$ cat config.mk
export PLATFORM = sky130hd
export DESIGN_NAME = duck_sprite_scheduler
export DESIGN_NICKNAME = d
export VERILOG_FILES = /design/src/rtl/duck_sprite_scheduler.sv
export SDC_FILE = /design/constraint.sdc
export NUM_CORES = 1
export LEC_CHECK = 0
export ABC_AREA = 1
export CORE_MARGIN = 2
export CORE_UTILIZATION = 55
export DETAILED_ROUTE_END_ITERATION = 10
export GPL_TIMING_DRIVEN = 0
export PLACE_DENSITY_LB_ADDON = 0.3
export REMOVE_ABC_BUFFERS = 1
export SETUP_SLACK_MARGIN = 0.05
export SYNTH_ARGS = -nofsm -noshare
export SYNTH_HDL_FRONTEND = slang
export SYNTH_SLANG_ARGS = --single-unit
$ cat constraint.sdc
create_clock -name vga_clk -period 2.75 [get_ports vga_clk]
set_clock_uncertainty 0.15 [all_clocks]
set_input_delay 0.275 -clock vga_clk [delete_from_list [all_inputs] [get_ports vga_clk]]
set_output_delay 0.275 -clock vga_clk [all_outputs]
set_load 0.01 [all_outputs]
$ cat src/rtl/duck_sprite_scheduler.sv
// duck_sprite_scheduler: picks the winning duck per pixel, addresses the shared sprite ROM and aligns the texel with the duck ID.
// Optional horizontal mirroring is enabled by defining DUCK_SCHED_MIRROR_EN, which adds the duck_flip input.
module duck_sprite_scheduler #(
    parameter int NUM_DUCKS    = 4,
    parameter int SPRITE_DIM   = 64,
    parameter int FRAMES       = 4,
    parameter int FRAME_PERIOD = 8,
    localparam int DW = $clog2(SPRITE_DIM),
    localparam int FW = (FRAMES > 1) ? $clog2(FRAMES) : 1,
    localparam int AW = 2 * DW + $clog2(FRAMES),
    localparam int IW = (NUM_DUCKS > 1) ? $clog2(NUM_DUCKS) : 1
) (
    input  logic                    vga_clk,
    input  logic                    reset_n,
    input  logic [9:0]              DrawX,
    input  logic [9:0]              DrawY,
    input  logic                    blank,
    input  logic                    frame_start,
    input  logic [10*NUM_DUCKS-1:0] duck_x,
    input  logic [10*NUM_DUCKS-1:0] duck_y,
    input  logic [NUM_DUCKS-1:0]    duck_en,
`ifdef DUCK_SCHED_MIRROR_EN
    input  logic [NUM_DUCKS-1:0]    duck_flip,
`endif
    input  logic                    anim_hold,
    output logic [AW-1:0]           rom_address,
    input  logic [3:0]              rom_q,
    output logic                    pix_valid,
    output logic [3:0]              pix_index,
    output logic [IW-1:0]           pix_duck,
    output logic [FW-1:0]           anim_frame
);
    localparam int PW = (FRAME_PERIOD > 1) ? $clog2(FRAME_PERIOD) : 1;

    logic [10*NUM_DUCKS-1:0] r_sh_x, r_sh_y;
    logic [NUM_DUCKS-1:0]    r_sh_en;
`ifdef DUCK_SCHED_MIRROR_EN
    logic [NUM_DUCKS-1:0]    r_sh_flip;
`endif
    logic [PW-1:0]           r_period;
    logic [FW-1:0]           r_anim;
    logic                    r_hit;
    logic [IW-1:0]           r_id;
    logic                    w_any;
    logic [IW-1:0]           w_id;
    logic [DW-1:0]           w_dx, w_dy;
    logic [AW-1:0]           w_addr;

    assign anim_frame = r_anim;

    // 11-bit compare keeps origin+SPRITE_DIM from wrapping past 1023
    function automatic logic in_span(input logic [9:0] p, input logic [9:0] o);
        return ({1'b0, p} >= {1'b0, o}) && ({1'b0, p} < {1'b0, o} + 11'(SPRITE_DIM));
    endfunction

    // Descending scan so the lowest hitting slot is the last (winning) assignment
    always_comb begin
        w_any = 1'b0;
        w_id  = '0;
        w_dx  = '0;
        w_dy  = '0;
        for (int i = NUM_DUCKS - 1; i >= 0; i--) begin
            if (r_sh_en[i] && blank && in_span(DrawX, r_sh_x[10*i +: 10]) && in_span(DrawY, r_sh_y[10*i +: 10])) begin
                w_any = 1'b1;
                w_id  = IW'(i);
                w_dy  = DW'(DrawY - r_sh_y[10*i +: 10]);
`ifdef DUCK_SCHED_MIRROR_EN
                w_dx  = r_sh_flip[i] ? ~DW'(DrawX - r_sh_x[10*i +: 10]) : DW'(DrawX - r_sh_x[10*i +: 10]);
`else
                w_dx  = DW'(DrawX - r_sh_x[10*i +: 10]);
`endif
            end
        end
        w_addr = w_any ? AW'({r_anim, w_dy, w_dx}) : '0;
    end

    always_ff @(posedge vga_clk or negedge reset_n) begin
        if (!reset_n) begin
            r_sh_x      <= '0;
            r_sh_y      <= '0;
            r_sh_en     <= '0;
`ifdef DUCK_SCHED_MIRROR_EN
            r_sh_flip   <= '0;
`endif
            r_period    <= '0;
            r_anim      <= '0;
            r_hit       <= 1'b0;
            r_id        <= '0;
            rom_address <= '0;
            pix_valid   <= 1'b0;
            pix_index   <= '0;
            pix_duck    <= '0;
        end else begin
            if (frame_start) begin
                r_sh_x  <= duck_x;
                r_sh_y  <= duck_y;
                r_sh_en <= duck_en;
`ifdef DUCK_SCHED_MIRROR_EN
                r_sh_flip <= duck_flip;
`endif
            end
            if (frame_start && !anim_hold) begin
                if (r_period == PW'(FRAME_PERIOD - 1)) begin
                    r_period <= '0;
                    r_anim   <= (FRAMES > 1) ? r_anim + FW'(1) : '0;
                end else begin
                    r_period <= r_period + PW'(1);
                end
            end
            rom_address <= w_addr;
            r_hit       <= w_any;
            r_id        <= w_id;
            pix_valid   <= r_hit;
            pix_index   <= r_hit ? rom_q : 4'd0;
            pix_duck    <= r_id;
        end
    end
endmodule

==> reports/results.txt <==
run status: finished clean
RSZ-0062 raised after global routing: true
Critical Path Start: DrawY[1]
clock latency on the worst-skew pair: 0.43 ns
PnR Total Power: 5.876 mW
num ports: 136
XOR/XNOR share of the synthesized area: 4.365%
DP Wirelength: 16,580 microns
starting density of the core: 55.98%
vias per cell: 5.280
NumNets Final: 1,575
DIE WIDTH: 130.7 microns
Synth cell types: 34
CP Capture Type: flop
Vert. Die Dim: 130.7 microns
final count of negative-setup-slack endpoints: 0
combinational family with the most area after synthesis: simple AND/OR/NAND/NOR gates
largest net degree at the start of global routing: 89
Setup Crit Path Kind: input pin to flop
Synth Area in Simple Gates: 25.71%
first-pass GRT wire length: 36,270 microns
Sink Count: 113
Root Buffer: clkbuf_16
max-cap violation count: 0
CTS Buf Count: 17
post-synthesis register bit count: 113
Crit path arrival time: 2.88 ns
CTS tree: yes
Slew Viols, Final: 0
EDFF count, synth: 0
Max Fclk: 374.7 MHz
Critical Path RT: 2.96 ns
Hold Worst Slack: 0.1347 ns
Die ar.: 17,080 sq um
post-synthesis compound-gate area fraction: 10.09%
sequential-to-total area share from yosys stat: 32.03%
syn_area_per_cell: 7.469 sq um
vias: 8,232
crit start category: input pin
worst-path fanout max: 15
Pre-antenna DRT Iters: 5
drt drc: 0
Hold/Removal Path Class: input pin to async pin
multiplexer share of the synthesized area: 0%
IO buf count: 135
Non-Filler Instances: 1,559
min Tclk post-route: 2.669 ns
worst r2r path cells: 13
Lkg Pwr: 5.822 nW
ys async rst share: 100.0%
Overflow after GRT: 0
relative slew slack: 52.70%
CTS Buffer Depth: 2
vias in the first global route: 8,014
worst vdd ir: 0.0004777 V
Final Hold Violating Endpoints: 0
layout cell share with drive strength beyond 1: 7.223%
Area Overhead vs Synth: 27.86%
drt initial violations: 528
worst r2r src: r_sh_y[6]
RePlAce Congestion: 0.9493
H-tree Lvls: 4
power density cells: 520.5 nW/um^2
n_diodes: 0
Reg clk slew, reported paths: 0.05 ns
Yosys warnings: 0
gr usage total: 27.18%
Post-Synth Adder-Cell Area: 19.10%
Syn Inst Count: 1,182
predominant post-synthesis flop cell: dfrtp_1
WL final: 23,070 microns
Synth Cell Area: 8828 sq um
dpl cells: 1,510
average routed wire per standard cell: 14.80 microns
core box area: 15,770 sq um
initial antenna violation count: 0
worst slew pin tran: 0.7095 ns
DRT antenna net count: 0
FP Rows: 46
period utilization: 97.05%
## critical path, cell delays in order
cell	delay [ns]
clkdlybuf4s50_1	0.69
ha_1	0.38
a21oi_1	0.19
nand2_1	0.15
nand3_1	0.11
nand4_1	0.13
nor2_4	0.24
nand2_8	0.12
nand2_4	0.11
nor2_4	0.04
nor2_4	0.12
buf_6	0.16
nand3_2	0.07
nand2_1	0.07
## power by group
part	internal, mW	switching (mW)
Sequential	1.82	0.0999
Combinational	0.786	1.06
Clock	1.34	0.771
Total	3.95	1.93
## cell families (layout without fill, tap and decap cells)
| kind of cell | count (synthesis) | after routing |
|---|---|---|
| compound gates | 169 | 169 |
| xor+xnor | 44 | 44 |
| fa+ha+maj | 130 | 130 |
| buf+inv | 195 | 356 |
| flops | 113 | 113 |
| simple gates | 531 | 531 |
## synthesized netlist by cell type (4+ instances only)
library cell    n  share of area, %
xor2_1         29               2.9
xnor2_1        15               1.5
nor2_1         64               2.7
a21o_1          7              0.60
o21ai_0        92               5.2
nand2_1       340                14
a21oi_1        55               3.1
a31oi_1         6              0.43
nand3_2         6              0.68
nor3_1          5              0.28
nand3b_1        9              0.77
dfrtp_1       113                32
fa_1            8               1.8
nand3_1        76               4.3
nand4_1        19               1.3
ha_1          122                17
nor2_4          5              0.64
o21a_1          4              0.34
clkbuf_1       18              0.77
inv_1         169               7.2
## what timing repair did
item | 4_1_cts | 5_1_grt
resized for setup | 10 | 43
buffers inserted | 8 | 10
hold buffers | 1 | 0
setup endpoints to repair | 17 | 16
endpoints found under the hold margin | 113 | 0
pin swaps | 7 | 19
## cell type report
class	count	area, sq um
tap	216	270.3
clock buffer	24	501.7
fill	1279	4482
multi-input combinational	874	5395
inverter	170	646.9
clock inverter	6	55.05
timing repair buffer	156	1590
sequential	113	2829
## metrics by stage
| step | utilization, % | TNS (ns) | instance area [sq um] | setup slack, ns |
|---|---|---|---|---|
| after floorplan | - | 0 | 8698 | 0.2230 |
| after global placement | 65.44 | -579.01 | 10320 | -4.186 |
| after detailed placement | 65.78 | -11.26 | 10370 | -0.7354 |
| after CTS | 69.96 | 0 | 11030 | 0.05486 |
| after global routing | 71.58 | -0.3084 | 11290 | -0.03706 |
| final | 71.58 | 0 | 11290 | 0.08115 |
## per-layer routing
metal,wire length [microns],vias up,GRT usage (%),part of all wire [%]
met3,1248,41,4.642,5.4
met1,9200,3818,30.87,40
met4,459,0,9.637,2.0
li1,-,4125,-,-
met2,12170,248,51.23,53
met5,0,-,0,0
## path summary, 6_finish.rpt
| path | to | slack (ns) |
|---|---|---|
| worst min-delay path | r_sh_y[8] | 0.13 |
| worst max-delay path | rom_address[8] | 0.08 |
| worst max register to register | rom_address[1] | 0.09 |
| worst min register to register | pix_duck[0] | 0.20 |
| min in group vga_clk | pix_duck[0] | 0.20 |
| max in group asynchronous | r_sh_x[38] | 1.60 |
## state kept, by name (all words and copies together) (netlist names)
| name | flops |
|---|---|
| anim_frame | 2 |
| pix_duck | 2 |
| pix_index | 4 |
| pix_valid | 1 |
| r_hit | 1 |
| r_id | 2 |
| r_period | 3 |
| r_sh_en | 4 |
| r_sh_x | 40 |
| r_sh_y | 40 |
| rom_address | 14 |
## layout by cell type (no fill, tap or decap), drive strengths merged, types with 8 or more instances in the layout
cell type      Yosys  routed
ha               122     122
a21oi             55      55
clkdlybuf4s50      0     127
xnor2             15      15
nand3             82      82
buf                6      22
nand4             19      19
nand2            343     343
inv              170     169
clkbuf            19      24
xor2              29      29
o21ai             93      93
nor2              70      70
nand3b             9       9
dfrtp            113     113
fa                 8       8
No activity file was read; power rests on OpenSTA's default activity.
